`config.mk`:
```
export PLATFORM = sky130hd
export DESIGN_NAME = game_sequencer
export DESIGN_NICKNAME = d
export VERILOG_FILES = /design/src/rtl/game_sequencer.sv
export SDC_FILE = /design/constraint.sdc
export NUM_CORES = 1
export LEC_CHECK = 0
export CORE_UTILIZATION = 39
export CTS_CLUSTER_SIZE = 16
export DETAILED_ROUTE_END_ITERATION = 10
export DONT_BUFFER_PORTS = 1
export GPL_ROUTABILITY_DRIVEN = 0
export PLACE_DENSITY = 0.59
export SLEW_MARGIN = 30
export SYNTH_ARGS = -nofsm -noshare
export SYNTH_HDL_FRONTEND = slang
export SYNTH_SLANG_ARGS = --single-unit
```
`constraint.sdc`:
```
create_clock -name Clk -period 4.3 [get_ports Clk]
set_clock_uncertainty 0.2 [all_clocks]
set_input_delay 0.86 -clock Clk [delete_from_list [all_inputs] [get_ports Clk]]
set_output_delay 0.86 -clock Clk [all_outputs]
set_load 0.1 [all_outputs]
```
`src/rtl/game_sequencer.sv`:
```
`default_nettype none
// +------------------------------------------------------------------------+
// | game_sequencer : round state, lives/score/level, movement tick, fire arb |
// | Rev 1.0                                                                  |
// +------------------------------------------------------------------------+
module game_sequencer #(
    parameter int TICK_DIV      = 1048576,
    parameter int FIRE_COOLDOWN = 8,
    parameter int START_LIVES   = 3,
    parameter int HIT_FREEZE    = 16
) (
    input  logic       Clk,
    input  logic       Reset,
    input  logic       Start,
    input  logic       Fire_Btn,
    input  logic       Alien_Hit,
    input  logic       Player_Hit,
    input  logic       Aliens_Defeated,
    input  logic       Reached_Bottom,
    input  logic       Bullet_Onscreen,
    output logic       Game_Tick,
    output logic       Bullet_Fired,
    output logic       Round_Reset,
    output logic [1:0] State,
    output logic [1:0] Lives,
    output logic [9:0] Score,
    output logic [2:0] Level
);

    localparam int              PW          = (TICK_DIV > 2) ? $clog2(TICK_DIV) : 1;
    localparam logic [PW-1:0]   C_TICK_MAX  = PW'(TICK_DIV - 1);
    localparam logic [3:0]      C_COOLDOWN  = 4'(FIRE_COOLDOWN);
    localparam logic [7:0]      C_FREEZE    = 8'(HIT_FREEZE);
    localparam logic [1:0]      C_LIVES     = 2'(START_LIVES);
    localparam logic [9:0]      C_SCORE_MAX = 10'd999;
    localparam logic [2:0]      C_LEVEL_MAX = 3'd7;

    typedef enum logic [1:0] {
        ST_IDLE = 2'b00,
        ST_PLAY = 2'b01,
        ST_WIN  = 2'b10,
        ST_LOSE = 2'b11
    } state_t;

    logic          start_s1_q, start_s2_q, start_s3_q;
    logic          start_s1_d, start_s2_d, start_s3_d;
    logic          fire_s1_q, fire_s2_q, fire_s3_q;
    logic          fire_s1_d, fire_s2_d, fire_s3_d;
    logic [1:0]    valid_q, valid_d;
    logic          armed_q, armed_d;
    logic [PW-1:0] presc_q, presc_d;
    state_t        state_q, state_d;
    logic [1:0]    lives_q, lives_d;
    logic [9:0]    score_q, score_d;
    logic [2:0]    level_q, level_d;
    logic [7:0]    freeze_q, freeze_d;
    logic [3:0]    cool_q, cool_d;
    logic          pend_q, pend_d;
    logic          game_tick_q, game_tick_d;
    logic          fired_q, fired_d;
    logic          round_reset_q, round_reset_d;

    logic w_tick;
    logic w_start_edge;
    logic w_fire_edge;
    logic w_want;
    logic w_grant;
    logic w_loss;

    assign w_tick       = (presc_q == C_TICK_MAX);
    // Start only counts once a genuine low sample has passed through the
    // synchroniser, so a switch already on at reset release is not an edge.
    assign w_start_edge = armed_q & start_s2_q & ~start_s3_q;
    assign w_fire_edge  = fire_s2_q & ~fire_s3_q;
    assign w_want       = pend_q | w_fire_edge;
    assign w_grant      = (state_q == ST_PLAY) & w_want & (freeze_q == 8'd0)
                        & (cool_q == 4'd0) & ~Bullet_Onscreen;
    assign w_loss       = Reached_Bottom
                        | (Player_Hit & (freeze_q == 8'd0) & (lives_q <= 2'd1));

    always_comb begin
        start_s1_d    = Start;
        start_s2_d    = start_s1_q;
        start_s3_d    = start_s2_q;
        fire_s1_d     = Fire_Btn;
        fire_s2_d     = fire_s1_q;
        fire_s3_d     = fire_s2_q;
        valid_d       = {valid_q[0], 1'b1};
        armed_d       = armed_q | (valid_q[1] & ~start_s2_q);
        presc_d       = w_tick ? '0 : presc_q + PW'(1);
        state_d       = state_q;
        lives_d       = lives_q;
        score_d       = score_q;
        level_d       = level_q;
        freeze_d      = (w_tick && freeze_q != 8'd0) ? freeze_q - 8'd1 : freeze_q;
        cool_d        = (w_tick && cool_q != 4'd0) ? cool_q - 4'd1 : cool_q;
        pend_d        = 1'b0;
        game_tick_d   = w_tick & (state_q == ST_PLAY) & (freeze_q == 8'd0);
        fired_d       = 1'b0;
        round_reset_d = 1'b0;

        case (state_q)
            ST_IDLE, ST_LOSE: begin
                if (w_start_edge) begin
                    state_d       = ST_PLAY;
                    round_reset_d = 1'b1;
                    lives_d       = C_LIVES;
                    score_d       = 10'd0;
                    level_d       = 3'd0;
                    freeze_d      = 8'd0;
                    cool_d        = 4'd0;
                end
            end
            ST_WIN: begin
                if (w_start_edge) begin
                    state_d       = ST_PLAY;
                    round_reset_d = 1'b1;
                    if (level_q != C_LEVEL_MAX) begin
                        level_d = level_q + 3'd1;
                    end
                end
            end
            ST_PLAY: begin
                if (Alien_Hit && score_q != C_SCORE_MAX) begin
                    score_d = score_q + 10'd1;
                end
                pend_d = w_want;
                if (w_grant) begin
                    fired_d = 1'b1;
                    pend_d  = 1'b0;
                    cool_d  = C_COOLDOWN;
                end
                if (w_loss) begin
                    state_d = ST_LOSE;
                    lives_d = 2'd0;
                    pend_d  = 1'b0;
                end else begin
                    if (Player_Hit && freeze_q == 8'd0) begin
                        lives_d  = lives_q - 2'd1;
                        freeze_d = C_FREEZE;
                    end
                    if (Aliens_Defeated) begin
                        state_d = ST_WIN;
                        pend_d  = 1'b0;
                    end
                end
            end
        endcase
    end

    always_ff @(posedge Clk or negedge Reset) begin
        if (!Reset) begin
            start_s1_q    <= 1'b0;
            start_s2_q    <= 1'b0;
            start_s3_q    <= 1'b0;
            fire_s1_q     <= 1'b0;
            fire_s2_q     <= 1'b0;
            fire_s3_q     <= 1'b0;
            valid_q       <= 2'b00;
            armed_q       <= 1'b0;
            presc_q       <= '0;
            state_q       <= ST_IDLE;
            lives_q       <= 2'd0;
            score_q       <= 10'd0;
            level_q       <= 3'd0;
            freeze_q      <= 8'd0;
            cool_q        <= 4'd0;
            pend_q        <= 1'b0;
            game_tick_q   <= 1'b0;
            fired_q       <= 1'b0;
            round_reset_q <= 1'b0;
        end else begin
            start_s1_q    <= start_s1_d;
            start_s2_q    <= start_s2_d;
            start_s3_q    <= start_s3_d;
            fire_s1_q     <= fire_s1_d;
            fire_s2_q     <= fire_s2_d;
            fire_s3_q     <= fire_s3_d;
            valid_q       <= valid_d;
            armed_q       <= armed_d;
            presc_q       <= presc_d;
            state_q       <= state_d;
            lives_q       <= lives_d;
            score_q       <= score_d;
            level_q       <= level_d;
            freeze_q      <= freeze_d;
            cool_q        <= cool_d;
            pend_q        <= pend_d;
            game_tick_q   <= game_tick_d;
            fired_q       <= fired_d;
            round_reset_q <= round_reset_d;
        end
    end

    assign Game_Tick    = game_tick_q;
    assign Bullet_Fired = fired_q;
    assign Round_Reset  = round_reset_q;
    assign State        = state_q;
    assign Lives        = lives_q;
    assign Score        = score_q;
    assign Level        = level_q;

endmodule
`default_nettype wire

```
Word-level counts from Yosys, hierarchy flattened

Cells that the tools add are included.

Register bits after elaboration: 62
Output and inout bits: 20
Input bits: 9

Bitwise logic cells: 19
Add/sub/neg operators: 6
Equal/unequal tests: 13
Mux-type cells: 33
Reduce and logical (&&, ||, !) cells: 17
Magnitude comparators: 1

Operators by type and width:

| cell                                                                | count |
|---|---|
| 8-bit two-way mux                                                   | 4 |
| 20-bit by 1-bit adder with 20-bit output (second input constant)    | 1 |
| 20-bit equality test (second input constant)                        | 1 |
| 10-bit two-way mux                                                  | 2 |
| 20-bit two-way mux                                                  | 1 |
| 10-bit case mux with 2 select lines                                 | 1 |
| 8-bit case mux with 2 select lines                                  | 1 |
| 1-bit bitwise AND                                                   | 12 |
| 2-bit two-way mux                                                   | 6 |
| 4-bit two-way mux                                                   | 3 |
| 10-bit by 1-bit adder with 10-bit output (second input constant)    | 1 |
| 10-bit != test (second input constant)                              | 1 |
| 3-bit two-way mux                                                   | 3 |
| 8-bit logical NOT                                                   | 1 |
| 1-bit two-way mux                                                   | 8 |
| 2-bit case mux with 2 select lines                                  | 2 |
| 4-bit case mux with 2 select lines                                  | 1 |
| 8-bit nonzero test                                                  | 1 |
| 8-bit by 1-bit subtractor with 8-bit output (second input constant) | 1 |
| 2-bit != test (second input constant)                               | 3 |
| 3-bit != test (second input constant)                               | 2 |
| 3-bit case mux with 2 select lines                                  | 1 |
| 3-bit AND reduction                                                 | 2 |
| 2-bit equality test (second input constant)                         | 2 |
| 18 further kinds                                                    | 28 |

Longest topological paths before layout

Word-level depth: 11
Mapped depth: 8
Mapped depth without buffers: 7

Worst setup path after synthesis

Ideal clock, no wire load.

Kind: register to register
Start: register state_q[0], in the netlist State[0]
End: register score_q[9], in the netlist Score[9]
Clock period less this slack: 2.623 ns
Data required time: 4.022 ns
Stages on the path, launching flop included: 8
Library setup time: 0.078 ns
Path slack: 1.677 ns
Arrival time: 2.344 ns
Cells stage by stage: dfrtp_1 -> ha_1 -> clkbuf_2 -> nand2_1 -> a211oi_1 -> nand2_1 -> or3_1 -> a21oi_1

Longest elaborated chain between the ends: 4

RTL lines:

| item                                                                 | line | text |
|---|---|---|
| start: declaration                                                   | 52   | `state_t state_q, state_d;` |
| start signal: assignment                                             | 182  | `state_q <= state_d;` |
| 2-bit equality test or 2-bit logical NOT (tied branches)             | 102  | `case (state_q)` |
| 2-bit OR reduction                                                   | 102  |  |
| 2-bit != test (no source line) or 2-bit nonzero test (tied branches) | n/a  |  |
| 3-bit AND reduction (no source line)                                 | n/a  |  |
| end signal: assignment                                               | 184  | `score_q <= score_d;` |
| end: declaration                                                     | 54   | `logic [9:0] score_q, score_d;` |

Parallel ways exist; a longest one is shown, timed or not.
A chain may end at the register's enable or synchronous reset.

Final worst setup path

Start: register state_q[1], in the netlist State[1]
End: register score_q[9], in the netlist Score[9]

The elaborated chain is that of the path after synthesis.

==> metrics.log <==
[metrics] Synth Register Bits: 62
[metrics] vertical die dimension: 90.11 um
[metrics] HPWL after detailed placement: 4098 um
[metrics] highest ir drop seen on vdd: 0.3136 mV
[metrics] endpoint of the lowest-slack register-to-register path: Score[9]
[metrics] horizontal die dimension: 90.11 um
[metrics] required arrival time at the worst endpoint: 4.36 ns
[metrics] sequential share of the synthesized area: 0.5124
[metrics] diode count: 0
[metrics] Net Count, Synth: 314
[metrics] Residual DRC: 0
[metrics] clock buffer count from CTS: 9
[metrics] Max Fanout on Critical Path: 8
[metrics] kind of start point of the critical path: register
[metrics] level count of the clock H-tree: 3
[metrics] count of routing violations after the opening detailed-route iteration: 177
[metrics] data arrival time at the worst-slack endpoint: 2.95 ns
[metrics] maximum clock frequency: 346.3 MHz
[metrics] core box area: 0.007370 mm^2
[metrics] Critical Path Stages: 7
[metrics] leakage component of the power: 1.536 nW
[metrics] post-layout worst setup margin: 1.412 ns
[metrics] Post-synth ARST share: 1.000
[metrics] wire length per cell: 14.25 um
[metrics] Final Max Tran Viols: 0
[metrics] cell seen most often among critical-path stages: sky130_fd_sc_hd__nand2_1
[metrics] clock latency reported for the late side of the worst-skew pair: 0.33 ns
[metrics] Post-Synthesis Cells: 295
[metrics] Netlist Area Pre-Place: 0.003028 mm^2
[metrics] Place WS: 1.480 ns
[metrics] unrepaired setup endpoints after global routing: no
[metrics] I/O pin cnt: 29
[metrics] total of warnings raised by yosys: 0
[metrics] min Tclk post-route: 2.888 ns
[metrics] postcts setup bufs: 0
[metrics] Total GRT Usage: 0.1623
[metrics] type of destination of the critical path: register
[metrics] relative slew slack: 0.3251
[metrics] num rows: 31
[metrics] launching point of the worst reg2reg path: State[1]
[metrics] Post-DRT Antenna Nets: 0
[metrics] net count reported at finish: 331
[metrics] number of optimization iterations in the first detailed-route pass: 4
[metrics] Port Buffer Count: 0
[metrics] number of distinct library cell variants in the gate-level netlist after synthesis: 49
[metrics] number of vias per cell: 5.286
[metrics] most used flip-flop cell after synthesis: sky130_fd_sc_hd__dfrtp_1
[metrics] Final Routed Wirelength: 5929 um
[metrics] Slowest Stage Delay on Critical Path: 0.76 ns
[metrics] combined buffer and inverter count along the critical path: 1
[metrics] global route total overflow: 0
[metrics] total count of hold-check failures in the final report: 0
[metrics] count of final setup violators: 0
[metrics] internal reg-to-reg setup slack: 1.41 ns
[metrics] die area: 0.008120 mm^2
[metrics] maximum number of pins on one net before global-route repair: 37
[metrics] type of the setup path with the least slack: register to register
[metrics] clock tree from TritonCTS: built
[metrics] cells along the critical path: inv_1, ha_1, nand2_1, a211oi_1, nand2_1, or3_1, a21oi_1
[metrics] clock root buffer master: sky130_fd_sc_hd__clkbuf_8
[metrics] CTS sink cnt: 62
[metrics] proportion of layout cells with a drive suffix above 1: 0.1041
[metrics] number of antenna violations at the first check in global routing: 0
[metrics] sum of negative setup slack: 0 ns
[metrics] maximum count of clock buffers along a single path: 2
[metrics] Initial Util: 0.4109
[metrics] clock slew seen by the registers of the worst setup and hold paths: 0.07 ns
[metrics] final worst-path cycle share: 0.6716
[metrics] family with the most delay on the worst path: flip-flops
[metrics] number of flops mapped to enable cells by yosys: 0
[metrics] Maximum Capacitance Violations: 0
[metrics] DR vias: 2199
[metrics] count of cells along the worst register-to-register path: 7
[metrics] min-delay worst type: primary input to async pin
[metrics] Worst-Margin Slew: 1.012 ns
[metrics] wire length of the first global-routing pass: 10500 um
[metrics] run status: complete, no violations
[metrics] mean instance size in the synthesized netlist: 10.26 um^2
[metrics] via count of the first global-routing pass: 2192
[metrics] Crit-path slowest cell: sky130_fd_sc_hd__dfrtp_1
[metrics] growth of design area from synthesis to finish: 12.15%
[metrics] power density of the placed cells: 575.7 mW/mm^2
-- synthesized netlist by cell type (all sizes together), types with 6 or more instances --
library cell	count	area share
xnor2	7	0.020
nand3	16	0.026
ha	10	0.041
nor3	9	0.019
a21oi	12	0.020
nand4	11	0.028
xor2	20	0.058
o21ai	14	0.023
nor2	33	0.041
inv	12	0.015
a21o	6	0.015
dfrtp	62	0.51
nand2	28	0.035
-- layer usage --
layer / wire length (um) / vias up / GRT usage / part of all wire
met5: 0 / - / 0 / 0
met3: 328 / 8 / 0.04738 / 0.055
li1: - / 1083 / - / -
met2: 2586 / 42 / 0.2290 / 0.44
met1: 2944 / 1066 / 0.2327 / 0.50
met4: 69 / 0 / 0.06452 / 0.012
-- layout by cell type (no fill, tap or decap), types with 2 or more instances in the layout --
cell                            instances
sky130_fd_sc_hd__dfrtp_1               61
sky130_fd_sc_hd__nor2_1                33
sky130_fd_sc_hd__nand2_1               28
sky130_fd_sc_hd__xor2_1                20
sky130_fd_sc_hd__nand3_1               16
sky130_fd_sc_hd__o21ai_0               14
sky130_fd_sc_hd__inv_1                 12
sky130_fd_sc_hd__a21oi_1               12
sky130_fd_sc_hd__clkbuf_8              11
sky130_fd_sc_hd__nand4_1               10
sky130_fd_sc_hd__ha_1                  10
sky130_fd_sc_hd__nor3_1                 8
sky130_fd_sc_hd__xnor2_1                7
sky130_fd_sc_hd__buf_4                  6
sky130_fd_sc_hd__a21o_1                 5
sky130_fd_sc_hd__nor3b_1                4
sky130_fd_sc_hd__and3_1                 3
sky130_fd_sc_hd__and4_1                 3
sky130_fd_sc_hd__and2_1                 3
sky130_fd_sc_hd__mux2i_1                3
sky130_fd_sc_hd__a22o_1                 3
sky130_fd_sc_hd__nand2b_1               2
sky130_fd_sc_hd__a211oi_1               2
sky130_fd_sc_hd__nor2b_1                2
sky130_fd_sc_hd__nor4_1                 2
sky130_fd_sc_hd__nor4b_1                2
sky130_fd_sc_hd__o31ai_1                2
sky130_fd_sc_hd__nand4b_1               2
sky130_fd_sc_hd__or3_1                  2
sky130_fd_sc_hd__clkinv_2               2
sky130_fd_sc_hd__clkinvlp_4             2
sky130_fd_sc_hd__dlygate4sd3_1          2
-- flip-flops by register name, indices dropped and copies added (netlist names), 2 cells and up, named ones only --
name      count
presc_q      20
Score        10
freeze_q      7
cool_q        4
Level         3
Lives         2
State         2
valid_q       2
-- report_power, final --
part           total, mW  internal [mW]  leakage [nW]  switching, mW
registers          0.943          0.643         0.810          0.301
logic              0.546          0.159         0.634          0.387
clock network      0.465          0.239        0.0913          0.226
total               1.96           1.04          1.54          0.914
-- worst max-delay path by stage --
| stage | start | end | slack (ns) |
|---|---|---|---|
| after floorplan | State[0] | Score[9] | 1.68 |
| final | State[1] | Score[9] | 1.41 |
| after global routing | State[1] | Score[9] | 1.21 |
| after detailed placement | State[1] | Score[9] | 1.48 |
| after global placement | State[1] | Score[9] | 1.54 |
| after CTS | State[1] | Score[9] | 1.46 |
-- per-stage QoR --
stage	power [mW]	instances	instance area [um^2]	hold WS, ns	utilization
4_1_cts	1.972	415	3390	0.003766	0.4599
3_3_place_gp	1.483	397	3184	0.1343	0.4321
3_5_place_dp	1.492	397	3184	0.1365	0.4321
5_1_grt	2.070	416	3396	0.0002399	0.4608
2_1_floorplan	1.366	295	3028	0.1312	-
6_report	1.955	416	3396	0.02413	0.4608
-- cell families (layout without fill, tap and decap cells) --
| family | Yosys count | in the layout | share of synthesized area |
|---|---|---|---|
| AO/OA/AOI/OAI | 46 | 46 | 0.09711 |
| XOR/XNOR | 27 | 27 | 0.07810 |
| adder cells (fa/ha/maj) | 10 | 10 | 0.04132 |
| buffers and inverters | 15 | 37 | 0.01901 |
| flip-flops | 62 | 62 | 0.5124 |
| multiplexers | 4 | 4 | 0.01364 |
| other | 1 | 1 | 0.001238 |
| AND/OR/NAND/NOR | 130 | 130 | 0.2372 |
-- cell type report --
| cell class | instances | area [um^2] |
|---|---|---|
| fill | 735 | 3974 |
| sequential | 62 | 1553 |
| multi-input combinational | 218 | 1419 |
| clock buffer | 11 | 151.4 |
| tap | 99 | 123.9 |
| timing repair buffer | 9 | 70.07 |
| inverter | 12 | 45.04 |
| clock inverter | 5 | 33.78 |
-- timing repair --
item / in CTS / in global routing
resized for setup: 0 / 0
endpoints found under the hold margin: 20 / 9
hold buffers: 2 / 1
Power figures use the tool's default switching activity.
